<file path="config.mk">
export PLATFORM = sky130hd
export DESIGN_NAME = mem_port_arbiter
export DESIGN_NICKNAME = d
export VERILOG_FILES = /design/src/rtl/riscblade_pkg.sv /design/src/rtl/mem_arb_pick.sv /design/src/rtl/mem_port_arbiter.sv
export SDC_FILE = /design/constraint.sdc
export NUM_CORES = 1
export LEC_CHECK = 0
export BUFFER_PORTS_ARGS = -buffer_cell sky130_fd_sc_hd__clkbuf_2
export CAP_MARGIN = 5
export CORE_ASPECT_RATIO = 1.4
export CORE_MARGIN = 1.5
export CORE_UTILIZATION = 40
export DETAILED_ROUTE_END_ITERATION = 16
export MAX_ROUTING_LAYER = met4
export PLACE_DENSITY = 0.86
export SLEW_MARGIN = 20
export SYNTH_ARGS = -nofsm -noshare
export SYNTH_HDL_FRONTEND = slang
export SYNTH_SLANG_ARGS = --single-unit
</file>
<file path="constraint.sdc">
create_clock -name clock -period 1.55 [get_ports clock]
set_clock_uncertainty 0.2 [all_clocks]
set_input_delay 0.2325 -clock clock [delete_from_list [all_inputs] [get_ports clock]]
set_output_delay 0.2325 -clock clock [all_outputs]
set_load 0.05 [all_outputs]
</file>
<file path="src/rtl/riscblade_pkg.sv">
// Shared widths, arbiter state encoding and winner codes for the memory port arbiter.
package riscblade_pkg;

  localparam int ADDR_W_DEF = 16;
  localparam int DATA_W_DEF = 16;

  typedef enum logic [1:0] {
    IDLE   = 2'd0,
    IF_ACC = 2'd1,
    DM_ACC = 2'd2
  } arb_state_e;

  localparam logic WIN_IF = 1'b0;
  localparam logic WIN_DM = 1'b1;

endpackage

</file>
<file path="src/rtl/mem_arb_pick.sv">
// Combinational winner selection between fetch and data requests.
// MEM_ARB_RR_EN selects alternating priority on conflict; otherwise DM has fixed priority.
module mem_arb_pick
  import riscblade_pkg::*;
(
  input  logic if_req,
  input  logic dm_req,
  input  logic last_win,
  output logic winner
);

`ifdef MEM_ARB_RR_EN
  always_comb begin
    winner = WIN_DM;
    if (if_req && dm_req) begin
      winner = (last_win == WIN_DM) ? WIN_IF : WIN_DM;
    end else if (if_req) begin
      winner = WIN_IF;
    end
  end
`else
  logic unused_last_win;
  assign unused_last_win = last_win;

  always_comb begin
    winner = WIN_DM;
    if (if_req && !dm_req) begin
      winner = WIN_IF;
    end
  end
`endif

endmodule

</file>
<file path="src/rtl/mem_port_arbiter.sv">
// Shares one single-port memory between instruction fetch and data access.
// MEM_ARB_RR_EN enables alternating priority on conflict (last-winner flag kept).
module mem_port_arbiter
  import riscblade_pkg::*;
#(
  parameter int ADDR_W = ADDR_W_DEF,
  parameter int DATA_W = DATA_W_DEF
) (
  input  logic              clock,
  input  logic              rst,
  input  logic              if_req,
  input  logic [ADDR_W-1:0] if_addr,
  output logic              if_gnt,
  output logic              if_rvalid,
  output logic [DATA_W-1:0] if_rdata,
  input  logic              dm_req,
  input  logic              dm_we,
  input  logic [ADDR_W-1:0] dm_addr,
  input  logic [DATA_W-1:0] dm_wdata,
  output logic              dm_gnt,
  output logic              dm_rvalid,
  output logic [DATA_W-1:0] dm_rdata,
  output logic [ADDR_W-1:0] mem_addr,
  output logic [DATA_W-1:0] mem_data,
  output logic              memwrite,
  input  logic [DATA_W-1:0] mem_out,
  output logic              pc_en,
  output logic              busy
);

  arb_state_e        state_q, state_d;
  logic [ADDR_W-1:0] addr_q;
  logic [DATA_W-1:0] wdata_q;
  logic              we_q;
  logic [DATA_W-1:0] if_rdata_q, dm_rdata_q;
  logic              if_rvalid_q, dm_rvalid_q;
  logic              if_req_m, dm_req_m, grant_load;
  logic              winner, last_win;

  // The requester being served still holds REQ high, so ignore it for this cycle.
  assign if_req_m   = if_req && (state_q != IF_ACC);
  assign dm_req_m   = dm_req && (state_q != DM_ACC);
  assign grant_load = if_req_m || dm_req_m;

  mem_arb_pick u_pick (
    .if_req   (if_req_m),
    .dm_req   (dm_req_m),
    .last_win (last_win),
    .winner   (winner)
  );

`ifdef MEM_ARB_RR_EN
  logic last_win_q;

  always_ff @(posedge clock) begin
    if (rst) begin
      last_win_q <= WIN_DM;
    end else if (grant_load) begin
      last_win_q <= winner;
    end
  end

  assign last_win = last_win_q;
`else
  assign last_win = WIN_DM;
`endif

  always_comb begin
    state_d = IDLE;
    if (grant_load) begin
      state_d = (winner == WIN_DM) ? DM_ACC : IF_ACC;
    end
  end

  always_ff @(posedge clock) begin
    if (rst) begin
      state_q     <= IDLE;
      addr_q      <= '0;
      wdata_q     <= '0;
      we_q        <= 1'b0;
      if_rdata_q  <= '0;
      dm_rdata_q  <= '0;
      if_rvalid_q <= 1'b0;
      dm_rvalid_q <= 1'b0;
    end else begin
      state_q <= state_d;
      if (grant_load) begin
        if (winner == WIN_DM) begin
          addr_q  <= dm_addr;
          wdata_q <= dm_wdata;
          we_q    <= dm_we;
        end else begin
          addr_q  <= if_addr;
          we_q    <= 1'b0;
        end
      end
      if_rvalid_q <= (state_q == IF_ACC);
      dm_rvalid_q <= (state_q == DM_ACC) && !we_q;
      if (state_q == IF_ACC) begin
        if_rdata_q <= mem_out;
      end
      if ((state_q == DM_ACC) && !we_q) begin
        dm_rdata_q <= mem_out;
      end
    end
  end

  // Grants and the write strobe drop immediately under reset to abort the access.
  assign if_gnt    = (state_q == IF_ACC) && !rst;
  assign dm_gnt    = (state_q == DM_ACC) && !rst;
  assign memwrite  = (state_q == DM_ACC) && we_q && !rst;
  assign pc_en     = if_gnt;
  assign busy      = (state_q != IDLE);
  assign mem_addr  = addr_q;
  assign mem_data  = wdata_q;
  assign if_rvalid = if_rvalid_q;
  assign if_rdata  = if_rdata_q;
  assign dm_rvalid = dm_rvalid_q;
  assign dm_rdata  = dm_rdata_q;

endmodule

</file>
==> results.yml <==
run_status:
  outcome: "finished with violations"
  violations_in_the_final_reports: "setup timing"
logic_synthesis:
  synth_seq_cells: 69
  synth_enable_flop_cells: 0
  synth.distinct_cells: 32
  netlist_instances: 325
  syn_area_per_cell_sq_um: 8.289
  most_area_consuming_cells_after_synthesis: "sky130_fd_sc_hd__dfxtp_1 51%, sky130_fd_sc_hd__nand2_1 14%, sky130_fd_sc_hd__a21oi_1 10%"
  synth_compound_area_share_pct: 20.48
  synth-seq-area-share_pct: 51.28
  yosysWarnings: 0
  yosys-mux-area-fraction_pct: 0
  synthXorXnorAreaFrac_pct: 0
  synth_top_family_by_area: "simple AND/OR/NAND/NOR gates"
  netlist.top_cell.by_area: "sky130_fd_sc_hd__dfxtp_1"
  synth_adder_area_share_pct: 0.4180
  ys_dominant_reg_cell: "sky130_fd_sc_hd__dfxtp_1"
  synth.cell_area_sq_um: 2694
  post-synth-top-area-fraction_pct: 51.28
  synth_nets: 394
  synth-simple-area-share_pct: 22.48
  synth_top_cells_by_count: "101 x sky130_fd_sc_hd__nand2_1, 69 x sky130_fd_sc_hd__dfxtp_1, 55 x sky130_fd_sc_hd__a21oi_1, 12 x sky130_fd_sc_hd__nand3_1, 11 x sky130_fd_sc_hd__a221o_1"
  yosysMostFrequentCell: "sky130_fd_sc_hd__nand2_1"
  synth_async_sr_flop_share_pct: 0
worst_setup_path:
  timing.critical_path.fanout_max: 4
  crit_reg_reg_endpoint: "mem_addr[14]"
  cp_data_required_time_ns: 1.12
  r2r_cells: 6
  worstSetupEndpointType: "output pin"
  arrival_ns: 1.38
  reg2reg_slack_ns: -0.11
  reg2reg_from: "state_q[1]"
  timing.critical_path.from: "state_q[0]"
  worst_setup_path_end: "memwrite"
  setup_crit_path_kind: "reg2out"
  worstSetupStartpointType: "register"
pwr:
  vdd_ir_drop_max_mv: 0.5714
  cellPowerDensity_nw_per_um2: 964.3
  power_frac_seq_pct: 44.5
  pwr-share-clk_pct: 29.2
  power.internal_mw: 2.909
  static-leakage-power_nw: 2.038
  switching_share_pct: 33.61
  p_total_mw: 4.381
  power.net_switching_mw: 1.472
  power.share.combinational_pct: 26.3
final_layout:
  area_growth_pct: 68.65
  final_core_util_pct: 69.16
  antenna_cells: 0
  layout-drive-gt1-share_pct: 39.22
  num-nets-final: 603
timing:
  period_needed_ns: 1.809
  layout_worst_path_cycle_share_pct: 116.7
  grt_setup_unrepaired: "yes"
  tightestPinTransition_ns: 0.4149
  fmax_ghz: 0.5528
  report.final.setup_viol: 52
  post-route-worst-setup-slack_ns: -0.2590
  timing.final.hold_violations: 0
  maxSlewViolCount: 0
  timing.max_slew.rel_slack_pct: 72.27
grt:
  vias_in_the_first_global_route: 3437
  grt_pass1_wl_mm: 16.17
  number_of_antenna_violations_at_the_first_check_in_global_routing: 0
  global_route.overflow_total: 0
  grt_usage_pct: 29.75
  maximum_number_of_pins_on_one_net_before_global_route_repair: 29
placement:
  finalWeightedCongestion: 0.8838
  numPortBuffers: 139
  dp_hpwl_mm: 5.919
detailed_routing:
  drt_drc_violations_left: 0
  wire_per_inst_microns: 17.74
  postRouteAntennaNets: 0
  postRouteWirelength_mm: 10.85
  drt_pass1_iterations: 5
  vias_per_cell: 5.562
  first_iter_violations: 304
  vias_after_detailed_routing: 3404
floorplan:
  chipWidth_microns: 72.36
  dieHeight_microns: 100.1
  dieArea_sq_um: 7243
  initial_standard_cell_utilization_of_the_core_pct: 41.01
  fp-row-count: 35
  io-pin-count: 140
  fp.coreArea_sq_um: 6569
clock_tree:
  worst_skew_pair.late_latency_ns: 0.33
  cts-buffers-inserted: 9
  clk_pin_slew_worst_paths_ns: 0.07
  clkSinkCount: 69
  clock-root-buffer: "sky130_fd_sc_hd__clkbuf_8"
  tritoncts: "built"
  cts-htree-levels: 3
  cts_max_path_bufs: 2
flow_run:
  max_cap_violations: 0
min_path:
  min-delay-path-class: "in2reg"
-- flip-flops by register name (all words and copies together), names as in the netlist --
| name | count |
|---|---|
| state_q | 2 |
| if_rdata | 16 |
| if_rvalid | 1 |
| dm_rvalid | 1 |
| we_q | 1 |
| mem_data | 16 |
| mem_addr | 16 |
| dm_rdata | 16 |
-- layout make-up --
class / count / area [sq um]
tap: 74 / 92.59
inverter: 1 / 6.256
clock inverter: 4 / 25.02
clock buffer: 11 / 141.4
multi-input combinational: 228 / 1252
timing repair buffer: 225 / 1639
sequential: 69 / 1386
fill: 435 / 2026
-- stage by stage --
stage	worst slack, ns	cells	TNS (ns)	cell area, sq um	hold slack, ns
after floorplan	-0.07073	325	-0.6611	2760	0.1494
final	-0.2590	612	-3.089	4543	0.1001
after detailed placement	-0.1171	541	-1.986	3631	0.2434
after CTS	-0.2609	613	-2.044	4502	0.05546
after global routing	-0.3061	612	-5.857	4543	0.1077
after global placement	-0.04200	541	-0.5900	3631	0.2414
-- power by group through the flow --
| stage | sequential [mW] | clock, mW | combinational, mW |
|---|---|---|---|
| floorplan | 2.31 | 0 | 0.303 |
| global placement | 1.97 | 0 | 0.925 |
| detailed placement | 1.98 | 0 | 0.939 |
| CTS | 1.94 | 1.30 | 1.09 |
| global route | 1.96 | 1.38 | 1.20 |
| finish | 1.95 | 1.28 | 1.15 |
-- cell families after synthesis --
| kind of cell | Yosys count |
|---|---|
| buf+inv | 28 |
| flops | 69 |
| compound gates | 87 |
| fa+ha+maj | 1 |
| simple gates | 140 |
-- layer usage --
layer  GRT usage (%)  routed length [microns]  vias up
met4           17.85                      448        0
met1           28.91                     3891     1596
li1                -                        -     1535
met5               -                        0        -
met3           7.430                      787       56
met2           52.35                     5726      217
-- placed cells by master (no fill, tap or decap), drive strengths merged --
cell type    netlist  final
a21oi             55     55
a221o             11     11
a221oi             1      1
a22o               1      1
a22oi              2      2
a2bb2oi            2      2
a311oi             3      3
a31oi              3      3
and2               2      2
and2b              1      1
and3               1      1
buf               18     38
clkbuf             9    147
clkinv             0      2
clkinvlp           0      2
dfxtp             69     69
dlygate4sd3        0     51
inv                1      1
maj3               1      1
nand2            101    101
nand2b             2      2
nand3             12     12
nor2              12     12
nor3               1      1
nor3b              5      5
o211ai             6      6
o2bb2ai            3      3
or2                3      3
-- worst min-delay path by stage --
stage / slack [ns] / cells after the start / to / startpoint
after detailed placement: 0.24 / 2 / mem_addr[15] / if_addr[15]
after CTS: 0.06 / 3 / mem_addr[7] / if_req
after floorplan: 0.15 / 1 / mem_addr[15] / if_addr[15]
after global placement: 0.24 / 2 / mem_data[4] / mem_data[4]
after global routing: 0.11 / 4 / we_q / dm_we
final: 0.10 / 4 / we_q / dm_we
-- critical path: stages, from the launching register on --
cell                        delay [ns]
sky130_fd_sc_hd__dfxtp_2          0.35
sky130_fd_sc_hd__nand2b_4         0.16
sky130_fd_sc_hd__buf_6            0.13
sky130_fd_sc_hd__nor2_4           0.09
sky130_fd_sc_hd__and2_4           0.15
sky130_fd_sc_hd__clkbuf_16        0.15
-- what timing repair did --
item / 4_1_cts / 5_1_grt
hold buffers: 51 / 0
gates resized for setup: 28 / 14
buffers inserted: 5 / 0
pin swaps: 15 / 6
setup endpoints to repair: 49 / 54
gates cloned: 1 / 0
hold endpoints to repair: 64 / 0
Note: power is estimated with default switching activity, not from simulation.
